**config.mk**
```make
export PLATFORM = sky130hd
export DESIGN_NAME = score_display_driver
export DESIGN_NICKNAME = d
export VERILOG_FILES = /design/src/rtl/score_display_driver.sv
export SDC_FILE = /design/constraint.sdc
export NUM_CORES = 1
export LEC_CHECK = 0
export ABC_CLOCK_PERIOD_IN_PS = 4800
export CORE_AREA = 5 5 119 121
export DETAILED_ROUTE_END_ITERATION = 10
export DIE_AREA = 0 0 124 126
export PLACE_DENSITY = 0.49
export SLEW_MARGIN = 20
export SYNTH_ARGS = -nofsm -noshare
export SYNTH_HDL_FRONTEND = slang
export SYNTH_SLANG_ARGS = --single-unit
```
**constraint.sdc**
```tcl
create_clock -name clk -period 4.8 [get_ports clk]
set_clock_uncertainty 0.15 [all_clocks]
set_input_delay 0.96 -clock clk [delete_from_list [all_inputs] [get_ports clk]]
set_output_delay 0.96 -clock clk [all_outputs]
set_load 0.01 [all_outputs]
```
**src/rtl/score_display_driver.sv**
```systemverilog
// -----------------------------------------------------------------------------
// score_display_driver
//   Time-multiplexes the four BCD digits {level10, level1, score10, score1}
//   onto a 4-digit common-anode 7-segment display. Adds pause blinking,
//   level-select blinking, leading-zero blanking and a level-up flash on the
//   decimal point of the level-ones digit.
//
// Ports
//   clk       in   1  system clock
//   rst       in   1  synchronous, active-high reset
//   unpaused  in   1  1 = game running, 0 = paused
//   adj       in   1  1 = level-select mode
//   level10   in   4  level tens digit (BCD)
//   level1    in   4  level ones digit (BCD)
//   score10   in   4  score tens digit (BCD)
//   score1    in   4  score ones digit (BCD)
//   seg       out  7  segments {g,f,e,d,c,b,a}, active-low
//   dp        out  1  decimal point, active-low
//   an        out  4  digit enables, active-low; an[3]=level10 .. an[0]=score1
// -----------------------------------------------------------------------------
module score_display_driver #(
   parameter int unsigned REFRESH_DIV  = 100000,
   parameter int unsigned BLINK_DIV    = 25000000,
   parameter int unsigned FLASH_CYCLES = 4
) (
   input  logic       clk,
   input  logic       rst,
   input  logic       unpaused,
   input  logic       adj,
   input  logic [3:0] level10,
   input  logic [3:0] level1,
   input  logic [3:0] score10,
   input  logic [3:0] score1,
   output logic [6:0] seg,
   output logic       dp,
   output logic [3:0] an
);

   localparam int unsigned RW = (REFRESH_DIV > 1) ? $clog2(REFRESH_DIV) : 1;
   localparam int unsigned BW = (BLINK_DIV > 1) ? $clog2(BLINK_DIV) : 1;
   localparam int unsigned FW = (FLASH_CYCLES * 2 > 1) ? $clog2(FLASH_CYCLES * 2) : 1;

   localparam logic [RW-1:0] REFRESH_LAST = RW'(REFRESH_DIV - 1);
   localparam logic [BW-1:0] BLINK_LAST   = BW'(BLINK_DIV - 1);
   localparam logic [FW-1:0] FLASH_LOAD   = FW'(FLASH_CYCLES * 2 - 1);

   typedef enum logic [1:0] {
      SLOT_SCORE1  = 2'd0,
      SLOT_SCORE10 = 2'd1,
      SLOT_LEVEL1  = 2'd2,
      SLOT_LEVEL10 = 2'd3
   } slot_e;

   logic [RW-1:0] refresh_cnt_q, refresh_cnt_d;
   slot_e         slot_q, slot_d;
   logic [BW-1:0] blink_cnt_q, blink_cnt_d;
   logic          blink_on_q, blink_on_d;
   logic [FW-1:0] flash_cnt_q, flash_cnt_d;
   logic [7:0]    prev_level_q, prev_level_d;
   logic          unpaused_q, unpaused_d;
   logic [6:0]    seg_q, seg_d;
   logic [3:0]    an_q, an_d;
   logic          dp_q, dp_d;

   logic          blink_tick;
   logic          pause_edge;
   logic          blank;
   logic [3:0]    digit;
   logic [3:0]    an_sel;

   function automatic logic [6:0] seg_decode(input logic [3:0] v);
      logic [6:0] s;
      case (v)
         4'd0:    s = 7'b1000000;
         4'd1:    s = 7'b1111001;
         4'd2:    s = 7'b0100100;
         4'd3:    s = 7'b0110000;
         4'd4:    s = 7'b0011001;
         4'd5:    s = 7'b0010010;
         4'd6:    s = 7'b0000010;
         4'd7:    s = 7'b1111000;
         4'd8:    s = 7'b0000000;
         4'd9:    s = 7'b0010000;
         default: s = 7'b0111111;
      endcase
      return s;
   endfunction

   always_comb begin
      refresh_cnt_d = refresh_cnt_q + 1'b1;
      slot_d        = slot_q;
      blink_cnt_d   = blink_cnt_q + 1'b1;
      blink_on_d    = blink_on_q;
      flash_cnt_d   = flash_cnt_q;
      prev_level_d  = {level10, level1};
      unpaused_d    = unpaused;
      digit         = score1;
      an_sel        = 4'b1110;
      blank         = 1'b0;

      // Digit scan
      if (refresh_cnt_q == REFRESH_LAST) begin
         refresh_cnt_d = '0;
         case (slot_q)
            SLOT_SCORE1:  slot_d = SLOT_SCORE10;
            SLOT_SCORE10: slot_d = SLOT_LEVEL1;
            SLOT_LEVEL1:  slot_d = SLOT_LEVEL10;
            default:      slot_d = SLOT_SCORE1;
         endcase
      end

      // Blink timebase; entering pause restarts it in the visible phase
      blink_tick = (blink_cnt_q == BLINK_LAST);
      pause_edge = unpaused_q & ~unpaused;
      if (pause_edge) begin
         blink_cnt_d = '0;
         blink_on_d  = 1'b1;
      end else if (blink_tick) begin
         blink_cnt_d = '0;
         blink_on_d  = ~blink_on_q;
      end

      // Level-up flash counts blink toggles; a fresh change reloads it
      if (!adj && ({level10, level1} != prev_level_q)) begin
         flash_cnt_d = FLASH_LOAD;
      end else if (blink_tick && !pause_edge && (flash_cnt_q != '0)) begin
         flash_cnt_d = flash_cnt_q - 1'b1;
      end

      case (slot_q)
         SLOT_SCORE1:  begin digit = score1;  an_sel = 4'b1110; end
         SLOT_SCORE10: begin digit = score10; an_sel = 4'b1101; end
         SLOT_LEVEL1:  begin digit = level1;  an_sel = 4'b1011; end
         default:      begin digit = level10; an_sel = 4'b0111; end
      endcase

      // Blink blanking first, then leading-zero blanking outside level-select
      if (adj) begin
         blank = ((slot_q == SLOT_LEVEL10) || (slot_q == SLOT_LEVEL1)) && !blink_on_q;
      end else begin
         blank = (!unpaused && !blink_on_q)
               || ((slot_q == SLOT_LEVEL10) && (level10 == 4'd0))
               || ((slot_q == SLOT_SCORE10) && (score10 == 4'd0));
      end

      seg_d = seg_decode(digit);
      an_d  = blank ? '1 : an_sel;
      dp_d  = !((flash_cnt_q != '0) && blink_on_q && (slot_q == SLOT_LEVEL1));
   end

   always_ff @(posedge clk) begin
      if (rst) begin
         refresh_cnt_q <= '0;
         slot_q        <= SLOT_SCORE1;
         blink_cnt_q   <= '0;
         blink_on_q    <= 1'b1;
         flash_cnt_q   <= '0;
         prev_level_q  <= '0;
         unpaused_q    <= 1'b0;
         seg_q         <= '1;
         an_q          <= '1;
         dp_q          <= 1'b1;
      end else begin
         refresh_cnt_q <= refresh_cnt_d;
         slot_q        <= slot_d;
         blink_cnt_q   <= blink_cnt_d;
         blink_on_q    <= blink_on_d;
         flash_cnt_q   <= flash_cnt_d;
         prev_level_q  <= prev_level_d;
         unpaused_q    <= unpaused_d;
         seg_q         <= seg_d;
         an_q          <= an_d;
         dp_q          <= dp_d;
      end
   end

   assign seg = seg_q;
   assign an  = an_q;
   assign dp  = dp_q;

endmodule
```
# --- Yosys cells after proc, flatten, opt, wreduce, memory -nomap -nowiden ---
# Memories as Yosys holds them, arrays and structs flattened. A register that Yosys moved wholly into a read port is not among the register bits.
# Cells that the tools add are included.
totals:
  out_inout_bits: 12
  mem_count: 1
  latch_bits: 0
  romBits: 112
  elab_cells: 54
  reg_bits: 62
  mem_bits_rw: 0
mem_list:
  columns: ["memory", "depth", "width", "rd", "rd_clocked_by_memory_dff", "write_ports", "line_no", "text"]
  rows:
  - ["(name not given)", 16, 7, 1, 1, 0, "73", "case (v)"]
op_classes:
  add_sub_neg: 3
  multipliers: 0
  eq_ne: 6
  n_lt_le_gt_ge: 0
  shift: 0
  n_reduce_logical: 26
  n_mux: 6
  div_mod_pow: 0
  bitwise: 3
op_table:
  columns: ["op", "count"]
  rows:
  - ["$add 25x1->25 const B", 1]
  - ["$eq 25x25->1 const B", 1]
  - ["$pmux 4 s3", 2]
  - ["$add 17x1->17 const B", 1]
  - ["$eq 17x17->1 const B", 1]
  - ["$logic_and 1x1->1", 9]
  - ["$logic_not 4->1", 2]
  - ["$ne 8x8->1", 1]
  - ["$mux 3", 2]
  - ["$pmux 2 s3", 1]
  - ["$reduce_or 2->1", 3]
  - ["$logic_not 1->1", 5]
  - ["$eq 2x2->1 const B", 2]
  - ["$logic_or 1x1->1", 3]
  - ["$reduce_bool 3->1", 1]
  - ["$reduce_or 3->1", 1]
  - ["$sub 3x1->3 const B", 1]
  - ["$eq 2x1->1 const B", 1]
  - ["$logic_not 2->1", 1]
  - ["$not 1->1", 2]
  - ["$reduce_bool 2->1", 1]
  - ["$and 1x1->1", 1]
  - ["$mux 1", 1]

# --- Depth between registers and ports, before layout ---
# Gate-level depths: netlist of run 1.
depth:
  word_depth: 7
  ltp_mapped: 9

# --- Least setup slack after synthesis of run 1 ---
# OpenSTA, ideal clock, no wires.
synth_timing:
  path_kind: "input -> register"
  from: "in score10[0]"
  to: "reg seg_q[5] (netlist: seg[5])"
  stages: 5
  t_arrival_ps: 2157
  setup_slack_ps: 2379
  path_cell_list: "a222oi_1 > mux2i_1 > ha_1 > or3_1 > a21o_1"
synth_via:
  elab_chain_len: 1
synth_rtl:
  columns: ["item", "line_no", "text"]
  rows:
  - ["start, declared", "32", "input logic [3:0] score10,"]
  - ["$pmux 4 s3", "130", "case (slot_q)"]
  - ["end, declared", "61", "logic [6:0] seg_q, seg_d;"]
# Every way passes these cells.
# A chain may end at the register's enable or synchronous reset.

# --- Worst setup path in the final report of run 1 ---
# Ends and elaborated chain as after synthesis.

==> flow_summary.yaml, run 1 <==
status:
  run_status: "completed"
route:
  vias: 2721
  drtIter0Drc: 154
  drt-total-wl_um: 7200
  ant_nets: 0
  drc_errors: 0
  avgViaCountPerCell: 4.66
  dr.pass1.iters: 6
  wl_per_cell_um: 12.3
grt:
  grt_pass1_wl_um: 12600
  grt_pass1_vias: 2692
  grt_max_degree: 26
  grt_overflow_total: 0
  grt_antenna_before_repair: 0
  grt_usage_pct: 10.0
timing:
  timing.slew.headroom_pct: 54.0
  min_period_ns: 2.66
  finalSetupViolations: 0
  drv_slew: 0
  hold_viol_final: 0
  period_share_pct: 55.5
  rsz0062_at_grt: "no"
  max_freq_mhz: 375
  layout_setup_ws_ns: 2.14
  setup_tns_ns: 0
  worst_pin_slew_ns: 0.684
worst_setup_path:
  reg2reg_depth: 7
  worstPathArrival_ns: 2.74
  worst_path_dominant_cell_family: "compound AO/OA/AOI/OAI gates"
  worstSetupPathType: "in -> reg"
  timing.reg2reg.setup_slack_ns: 2.46
  critPathBufInv: 1
  slowest_delay_ns: 0.42
  end_kind: "flip-flop"
  startpoint_type: "primary input"
  path_cells: "clkdlybuf4s50_1 -> a222oi_1 -> mux2i_1 -> ha_1 -> or3_1 -> a21o_1"
  r2r_end: "seg[5]"
  r2r_start: "slot_q[0]"
  critPathSlowestCell: "clkdlybuf4s50_1"
  cp.required_ns: 4.88
  crit_fanout: 5
die:
  die_x_um: 124
  fp-row-count: 42
  start_util_pct: 25.5
  dieArea_um2: 15600
  die_y_um: 126
  coreArea_um2: 13000
  io_pins: 32
cts:
  cts_setup_buffers: 0
  cts_tree: "done"
  cts.clk_slew.worst_paths_ns: 0.05
  cts_max_level: 3
  cts_buffer_depth: 2
  clockRootBuffer: "clkbuf_16"
  cts_sinks: 69
  cts_resized: 0
  cts_buffers: 9
  clk-insertion-delay-late_ns: 0.33
  hold_buffers: 0
finish:
  layout_commonest_cell: "dfxtp_1"
  final_cell_mix: "dfxtp_1 (69), nor2_1 (42), clkdlybuf4s50_1 (31)"
  drive_above_1_share_pct: 5.15
  area_delta_synth_final_pct: 22.4
  nets: 435
  insertedDiodeCount: 0
synthesis:
  syn-cell-area_um2: 3310
  syn_inst: 375
  synth_flop_cell: "dfxtp_1"
  synth_seq_area_share_pct: 41.8
  synth.distinct_cells: 49
  synth_nets: 406
  async_reset_ff_share_pct: 0
  ys_ff_latch: 69
  syn_area_per_cell_um2: 8.82
  ys_warn_count: 0
  synth_edf_count: 0
worst_hold_path:
  hp-start: "refresh_cnt_q[0]"
  hold_path_end: "refresh_cnt_q[0]"
  whs_path_depth: 1
  hp-class: "reg -> reg"
placed_design:
  numPortBuffers: 31
  gp_congestion: 0.764
  hpwl_um: 5220
  pre_cts_ws_ns: 1.81
power_and_ir_drop:
  irDropWorstVdd_v: 0.000138
  power_density_nw_per_um2: 314
  total_leakage_power_nw: 1.34
job:
  drv_cap: 0
[power breakdown]
part | switching (W) | internal, W
Combinational | 0.0000444 | 0.0000456
Sequential | 0.00000851 | 0.000589
Clock | 0.000225 | 0.000359
[area by class of cell]
class                      count  area [µm²]
clock inverter                 2        10.0
timing repair buffer          33         325
sequential                    69        1380
multi-input combinational    274        1800
inverter                      17        63.8
clock buffer                  13         250
fill                        1405        8930
tap                          176         220
[logic make-up (layout without fill, tap and decap cells)]
group,after synthesis,count (layout),synth area share [%]
AND/OR/NAND/NOR,173,173,29.5
flip-flops,69,69,41.8
AO/OA/AOI/OAI,51,51,9.99
XOR/XNOR,33,33,8.74
buffers and inverters,32,65,3.90
adder cells (fa/ha/maj),11,11,4.16
multiplexers,6,6,1.89
[sequential cells by signal (all words and copies together), names as in the netlist]
signal / count
unpaused_q: 1
dp: 1
slot_q: 2
refresh_cnt_q: 17
flash_cnt_q: 3
an: 4
blink_cnt_q: 25
blink_on_q: 1
prev_level_q: 8
seg: 7
[how the worst max path moves through the flow]
| stage | startpoint | to | cells after the start |
|---|---|---|---|
| finish | score10[0] | seg[5] | 6 |
| global route | score10[0] | seg[5] | 6 |
| CTS | score10[0] | seg[5] | 6 |
| detailed placement | score10[0] | seg[5] | 6 |
| global placement | score10[0] | seg[5] | 6 |
| floorplan | score10[0] | seg[5] | 5 |
[worst reg2reg max path, delay by kind of cell, from the launching register on]
| family | cells | cell delay [ns] |
|---|---|---|
| flops | 1 | 0.36 |
| buf+inv | 1 | 0.09 |
| compound gates | 2 | 0.52 |
| fa+ha+maj | 2 | 0.53 |
| mux | 1 | 0.24 |
| simple gates | 1 | 0.36 |
[cells in the mapped netlist, types with 11 or more instances]
| cell | number | area (µm²) |
|---|---|---|
| dfxtp_1 | 69 | 1380 |
| nand2_1 | 19 | 71.3 |
| xnor2_1 | 22 | 193 |
| ha_1 | 11 | 138 |
| nand4_1 | 23 | 144 |
| nor2_1 | 42 | 158 |
| xor2_1 | 11 | 96.3 |
| nand3_1 | 21 | 105 |
| a21oi_1 | 17 | 85.1 |
| clkbuf_1 | 11 | 41.3 |
| inv_1 | 17 | 63.8 |
[per-stage QoR]
stage	area, µm²	std cells	hold WS (ns)	power, W	util (%)
floorplan	3310	375	0.271	0.000659	-
detailed placement	3790	569	0.314	0.000701	29.2
global placement	3790	569	0.298	0.000700	29.2
finish	4050	584	0.316	0.00127	31.2
CTS	4050	584	0.327	0.00130	31.2
global route	4050	584	0.365	0.00133	31.2
[layer usage]
metal / vias up / global-route usage, % / wire (µm)
met5: - / 0 / 0
met4: 0 / 4.06 / 140
met3: 11 / 3.14 / 277
met2: 37 / 15.4 / 3320
met1: 1263 / 13.0 / 3460
li1: 1410 / - / -
(Power assumes the default switching activity.)
==> inputs of run 2 (changes only) <==
ABC_CLOCK_PERIOD_IN_PS = 2400   (was 4800)
PLACE_DENSITY = 0.51   (was 0.49)
clock period = 2.4 ns   (was 4.8 ns; I/O delays follow)
==> run 2 against run 1 <==
Via count up 5.1%. Global-route usage grew 0.21 points. Core utilization rose by 0.93 points. Die area is the same. Combinational power is 120% higher. Register-to-register slack worse by 2.3 ns. Worst hold slack lost 0.0039 ns. Critical path depth up 1. Power increased by 110%. Clock power increased by 110%. Critical endpoint unchanged. Final cell count is 2.2% higher. Critical path type is now reg -> reg. Final area increased by 3.0%.
==> flow_summary.yaml, run 2 (same netlist as run 1, synthesis figures left out) <==
timing:
  hold_viol_final: 0
  finalSetupViolations: 0
  timing.slew.headroom_pct: 58.7
  layout_setup_ws_ns: 0.190
  holdWs_ns: 0.312
  period_share_pct: 92.1
  drv_slew: 0
  worst_pin_slew_ns: 0.614
  rsz0062_at_grt: "no"
  max_freq_mhz: 453
  min_period_ns: 2.21
  setup_tns_ns: 0
finish:
  area_delta_synth_final_pct: 26.0
  drive_above_1_share_pct: 8.79
  final_cell_mix: "dfxtp_1 (69), nor2_1 (42), clkdlybuf4s50_1 (31)"
  layout_commonest_cell: "dfxtp_1"
  top_regs: "blink_cnt_q (25), refresh_cnt_q (17), prev_level_q (8)"
  final_core_util_pct: 32.1
  insertedDiodeCount: 0
  fill_cells: 1367
  stdcell_count: 597
  nets: 447
  regMostFlops: "blink_cnt_q"
  largest_reg_flops: 25
power_and_ir_drop:
  irDropWorstVdd_v: 0.000368
  power_density_nw_per_um2: 626
  total_leakage_power_nw: 1.41
die:
  die_y_um: 126
  die_x_um: 124
  dieArea_um2: 15600
  start_util_pct: 25.5
  fp-row-count: 42
  coreArea_um2: 13000
  io_pins: 32
route:
  highest_layer: "met4"
  vias: 2861
  drt-total-wl_um: 7590
  met3_wirelength_um: 262
  avgViaCountPerCell: 4.79
  met1_length_um: 3700
  ant_nets: 0
  wl_met2_um: 3520
  wl_per_cell_um: 12.7
  drc_errors: 0
  drtIter0Drc: 239
  dr.pass1.iters: 4
worst_setup_path:
  timing.reg2reg.setup_slack_ns: 0.19
  path_cells: "inv_1 -> ha_1 -> a222oi_1 -> mux2i_1 -> ha_1 -> or3_1 -> a21o_1"
  r2r_end: "seg[5]"
  end_kind: "flip-flop"
  crit_end: "seg[5]"
  crit_fanout: 6
  crit_path_start: "slot_q[1]"
  critPathSlowestCell: "dfxtp_1"
  slowest_delay_ns: 0.38
  worstSetupPathType: "reg -> reg"
  startpoint_type: "flip-flop"
  cp.required_ns: 2.48
  r2r_start: "slot_q[1]"
  worstPathArrival_ns: 2.29
  reg2reg_depth: 7
  cpMostUsedCell: "ha_1"
cts:
  clk-insertion-delay-late_ns: 0.33
  cts_max_level: 3
  cts_buffers: 9
  cts_setup_buffers: 0
  cts_buffer_depth: 2
  cts_resized: 0
  clockRootBuffer: "clkbuf_16"
  cts.clk_slew.worst_paths_ns: 0.06
  cts_tree: "done"
  cts_sinks: 69
  hold_buffers: 0
placed_design:
  pre_cts_ws_ns: 0.000810
  dp.cells: 581
  hpwl_um: 5430
  gp_congestion: 0.802
  numPortBuffers: 31
grt:
  grt_antenna_before_repair: 0
  grt_pass1_wl_um: 13000
  grt_max_degree: 26
  grt_usage_pct: 10.2
  grt_overflow_total: 0
  grt_pass1_vias: 2670
worst_hold_path:
  hp-class: "reg -> reg"
  hp-start: "refresh_cnt_q[0]"
job:
  drv_cap: 0
status:
  run_status: "completed"
## run 2: worst min path at each step
stage | endpoint | slack, ns | cells past startpoint
after global routing | refresh_cnt_q[0] | 0.36 | 1
after CTS | refresh_cnt_q[0] | 0.31 | 1
final | refresh_cnt_q[0] | 0.31 | 1
after detailed placement | refresh_cnt_q[0] | 0.30 | 1
after global placement | refresh_cnt_q[0] | 0.29 | 1
after floorplan | dp | 0.27 | 1
## run 2: report_power, final
part / switching (W) / internal [W] / leakage [nW]
logic: 0.0000935 / 0.000103 / 0.715
registers: 0.0000169 / 0.00118 / 0.563
clock network: 0.000496 / 0.000722 / 0.134
## run 2: cell type report
| class | count | area (µm²) | area share [%] |
|---|---|---|---|
| Multi-Input combinational cell | 274 | 1800 | 43.1 |
| Sequential cell | 69 | 1380 | 33.1 |
| Timing Repair Buffer | 45 | 428 | 10.3 |
| Clock buffer | 10 | 239 | 5.73 |
| Tap cell | 176 | 220 | 5.28 |
| Inverter | 17 | 63.8 | 1.53 |
| Clock inverter | 6 | 38.8 | 0.931 |
## run 2: per-layer routing
metal,track usage (%),up-vias
met4,3.54,0
met3,2.91,11
met1,13.9,1365
met5,0,-
li1,-,1439
met2,15.5,46
## run 2: per-stage QoR
stage          total power, W  instance area [µm²]
6_report              0.00261                 4170
5_1_grt               0.00273                 4170
4_1_cts               0.00265                 4170
3_5_place_dp          0.00142                 3890
3_3_place_gp          0.00141                 3890
2_1_floorplan         0.00132                 3310
## run 2: worst max-delay path, delay by kind of cell (launching register included)
family                   cells  cell delay [ns]
flip-flops                   1             0.38
adder cells (fa/ha/maj)      2             0.47
multiplexers                 1             0.15
AND/OR/NAND/NOR              1             0.37
buffers and inverters        1             0.08
AO/OA/AOI/OAI                2             0.52
==> inputs of run 3 (changes only) <==
CORE_AREA = 5 5 92 94   (was 5 5 119 121)
DIE_AREA = 0 0 97 99   (was 0 0 124 126)
PLACE_DENSITY = 0.74   (was 0.51)
SKIP_CTS_REPAIR_TIMING = 1   (was unset)
==> run 3 against run 2 <==
Register-to-register slack hardly changed. Critical path depth is the same. Die area decreased by 39%. Critical path type unchanged. Clock power decreased by 24%. Combinational power about the same.
==> flow_summary.yaml, run 3 (same netlist as run 1, synthesis figures left out) <==
timing:
  max_freq_mhz: 451
  timing.slew.headroom_pct: 64.1
  rsz0062_at_grt: "no"
  worst_pin_slew_ns: 0.534
  period_share_pct: 92.4
  hold_viol_final: 0
  layout_setup_ws_ns: 0.183
  min_period_ns: 2.22
  drv_slew: 0
  finalSetupViolations: 0
cts:
  clockRootBuffer: "clkbuf_8"
  cts_buffer_depth: 2
  cts_tree: "done"
  cts_max_level: 3
  clk-insertion-delay-late_ns: 0.34
  cts.clk_slew.worst_paths_ns: 0.07
  cts_buffers: 9
  cts_sinks: 69
finish:
  area_delta_synth_final_pct: 20.0
  insertedDiodeCount: 0
  fin_area_um2: 3970
  drive_above_1_share_pct: 7.66
  final_core_util_pct: 52.4
  largest_reg_flops: 25
  final_cell_mix: "dfxtp_1 (69), nor2_1 (42), clkdlybuf4s50_1 (31)"
  regMostFlops: "blink_cnt_q"
  nets: 444
  layout_commonest_cell: "dfxtp_1"
  top_regs: "blink_cnt_q (25), refresh_cnt_q (17), prev_level_q (8)"
worst_setup_path:
  r2r_end: "seg[5]"
  startpoint_type: "flip-flop"
  cp.required_ns: 2.49
  worstSetupPathType: "reg -> reg"
  crit_fanout: 6
  r2r_start: "slot_q[0]"
  timing.reg2reg.setup_slack_ns: 0.18
  reg2reg_depth: 7
  worstPathArrival_ns: 2.30
  end_kind: "flip-flop"
route:
  vias: 2813
  avgViaCountPerCell: 5.41
  wl_per_cell_um: 13.3
  drt-total-wl_um: 6930
  drtIter0Drc: 141
  dr.pass1.iters: 4
  drc_errors: 0
  ant_nets: 0
power_and_ir_drop:
  total_leakage_power_nw: 1.36
  pwr-share-comb_pct: 8.4
  irDropWorstVdd_v: 0.000391
  p_sw_share_pct: 22.9
  power_density_nw_per_um2: 583
  power_switching_w: 0.000531
  power_frac_clock_pct: 40.1
  finalPower_w: 0.00231
  p_int_w: 0.00178
  pwr-share-seq_pct: 51.6
worst_hold_path:
  hp-start: "refresh_cnt_q[0]"
  whs_path_depth: 1
  hold_path_end: "refresh_cnt_q[0]"
  hp-class: "reg -> reg"
die:
  io_pins: 32
  die_x_um: 97
  fp-row-count: 32
  die_y_um: 99
  dieArea_um2: 9600
  coreArea_um2: 7570
  start_util_pct: 43.7
grt:
  grt_antenna_before_repair: 0
  grt_max_degree: 26
  grt_pass1_wl_um: 12000
  grt_pass1_vias: 2667
  grt_usage_pct: 15.0
  grt_overflow_total: 0
placed_design:
  hpwl_um: 5000
  gp_congestion: 0.814
  pre_cts_ws_ns: -0.0142
  placed_area_um2: 3770
  numPortBuffers: 31
job:
  drv_cap: 0
status:
  run_status: "completed"
==> run 3: cell types whose count changed in the layout (fill, tap and decap cells not counted), sizes merged <==
cell,before,now
clkbuf,10,12
clkinvlp,2,1
clkinv,4,2
bufinv,0,1
buf,14,11
==> run 3: power groups by stage <==
stage               clock network, W   logic, W  registers, W
floorplan                          0  0.0000957       0.00122
global placement                   0   0.000188       0.00122
detailed placement                 0   0.000193       0.00122
CTS                         0.000956   0.000194       0.00119
global route                 0.00101   0.000214       0.00120
finish                      0.000928   0.000194       0.00119
==> run 3: metal layers <==
metal	vias up	GRT usage, %	part of all wire (%)
met5	-	0	0
met4	0	4.75	1.4
met3	12	5.31	3.5
met2	48	24.3	47
met1	1318	18.7	48
li1	1435	-	-
==> run 3: cell type report <==
type / count / area (µm²)
fillers: 670 / 3600
multi-input cells: 274 / 1800
flip-flops and latches: 69 / 1380
repair buffers: 42 / 405
clock buffers: 12 / 145
well taps: 102 / 128
inverters: 17 / 63.8
clock inverters: 4 / 47.5
==> run 3: metrics by stage <==
step	hold slack (ns)	instances	TNS, ns
final	0.314	520	0
after global placement	0.293	504	0
after global routing	0.355	520	0
after floorplan	0.271	375	0
after CTS	0.323	520	0
after detailed placement	0.306	504	-0.0142
==> run 3: worst max path at each step <==
stage	from	endpoint	slack, ns
floorplan	slot_q[1]	seg[5]	0.21
global placement	score10[0]	seg[5]	0.02
detailed placement	score10[0]	seg[5]	-0.01
CTS	slot_q[0]	seg[5]	0.16
global route	slot_q[0]	seg[5]	0.02
finish	slot_q[0]	seg[5]	0.18
==> run 3: worst max-delay path, cell delays in order, from the launching register on <==
cell	delay [ns]
dfxtp_1	0.37
inv_1	0.09
ha_1	0.30
a222oi_1	0.31
mux2i_1	0.15
ha_1	0.20
or3_1	0.36
a21o_1	0.18
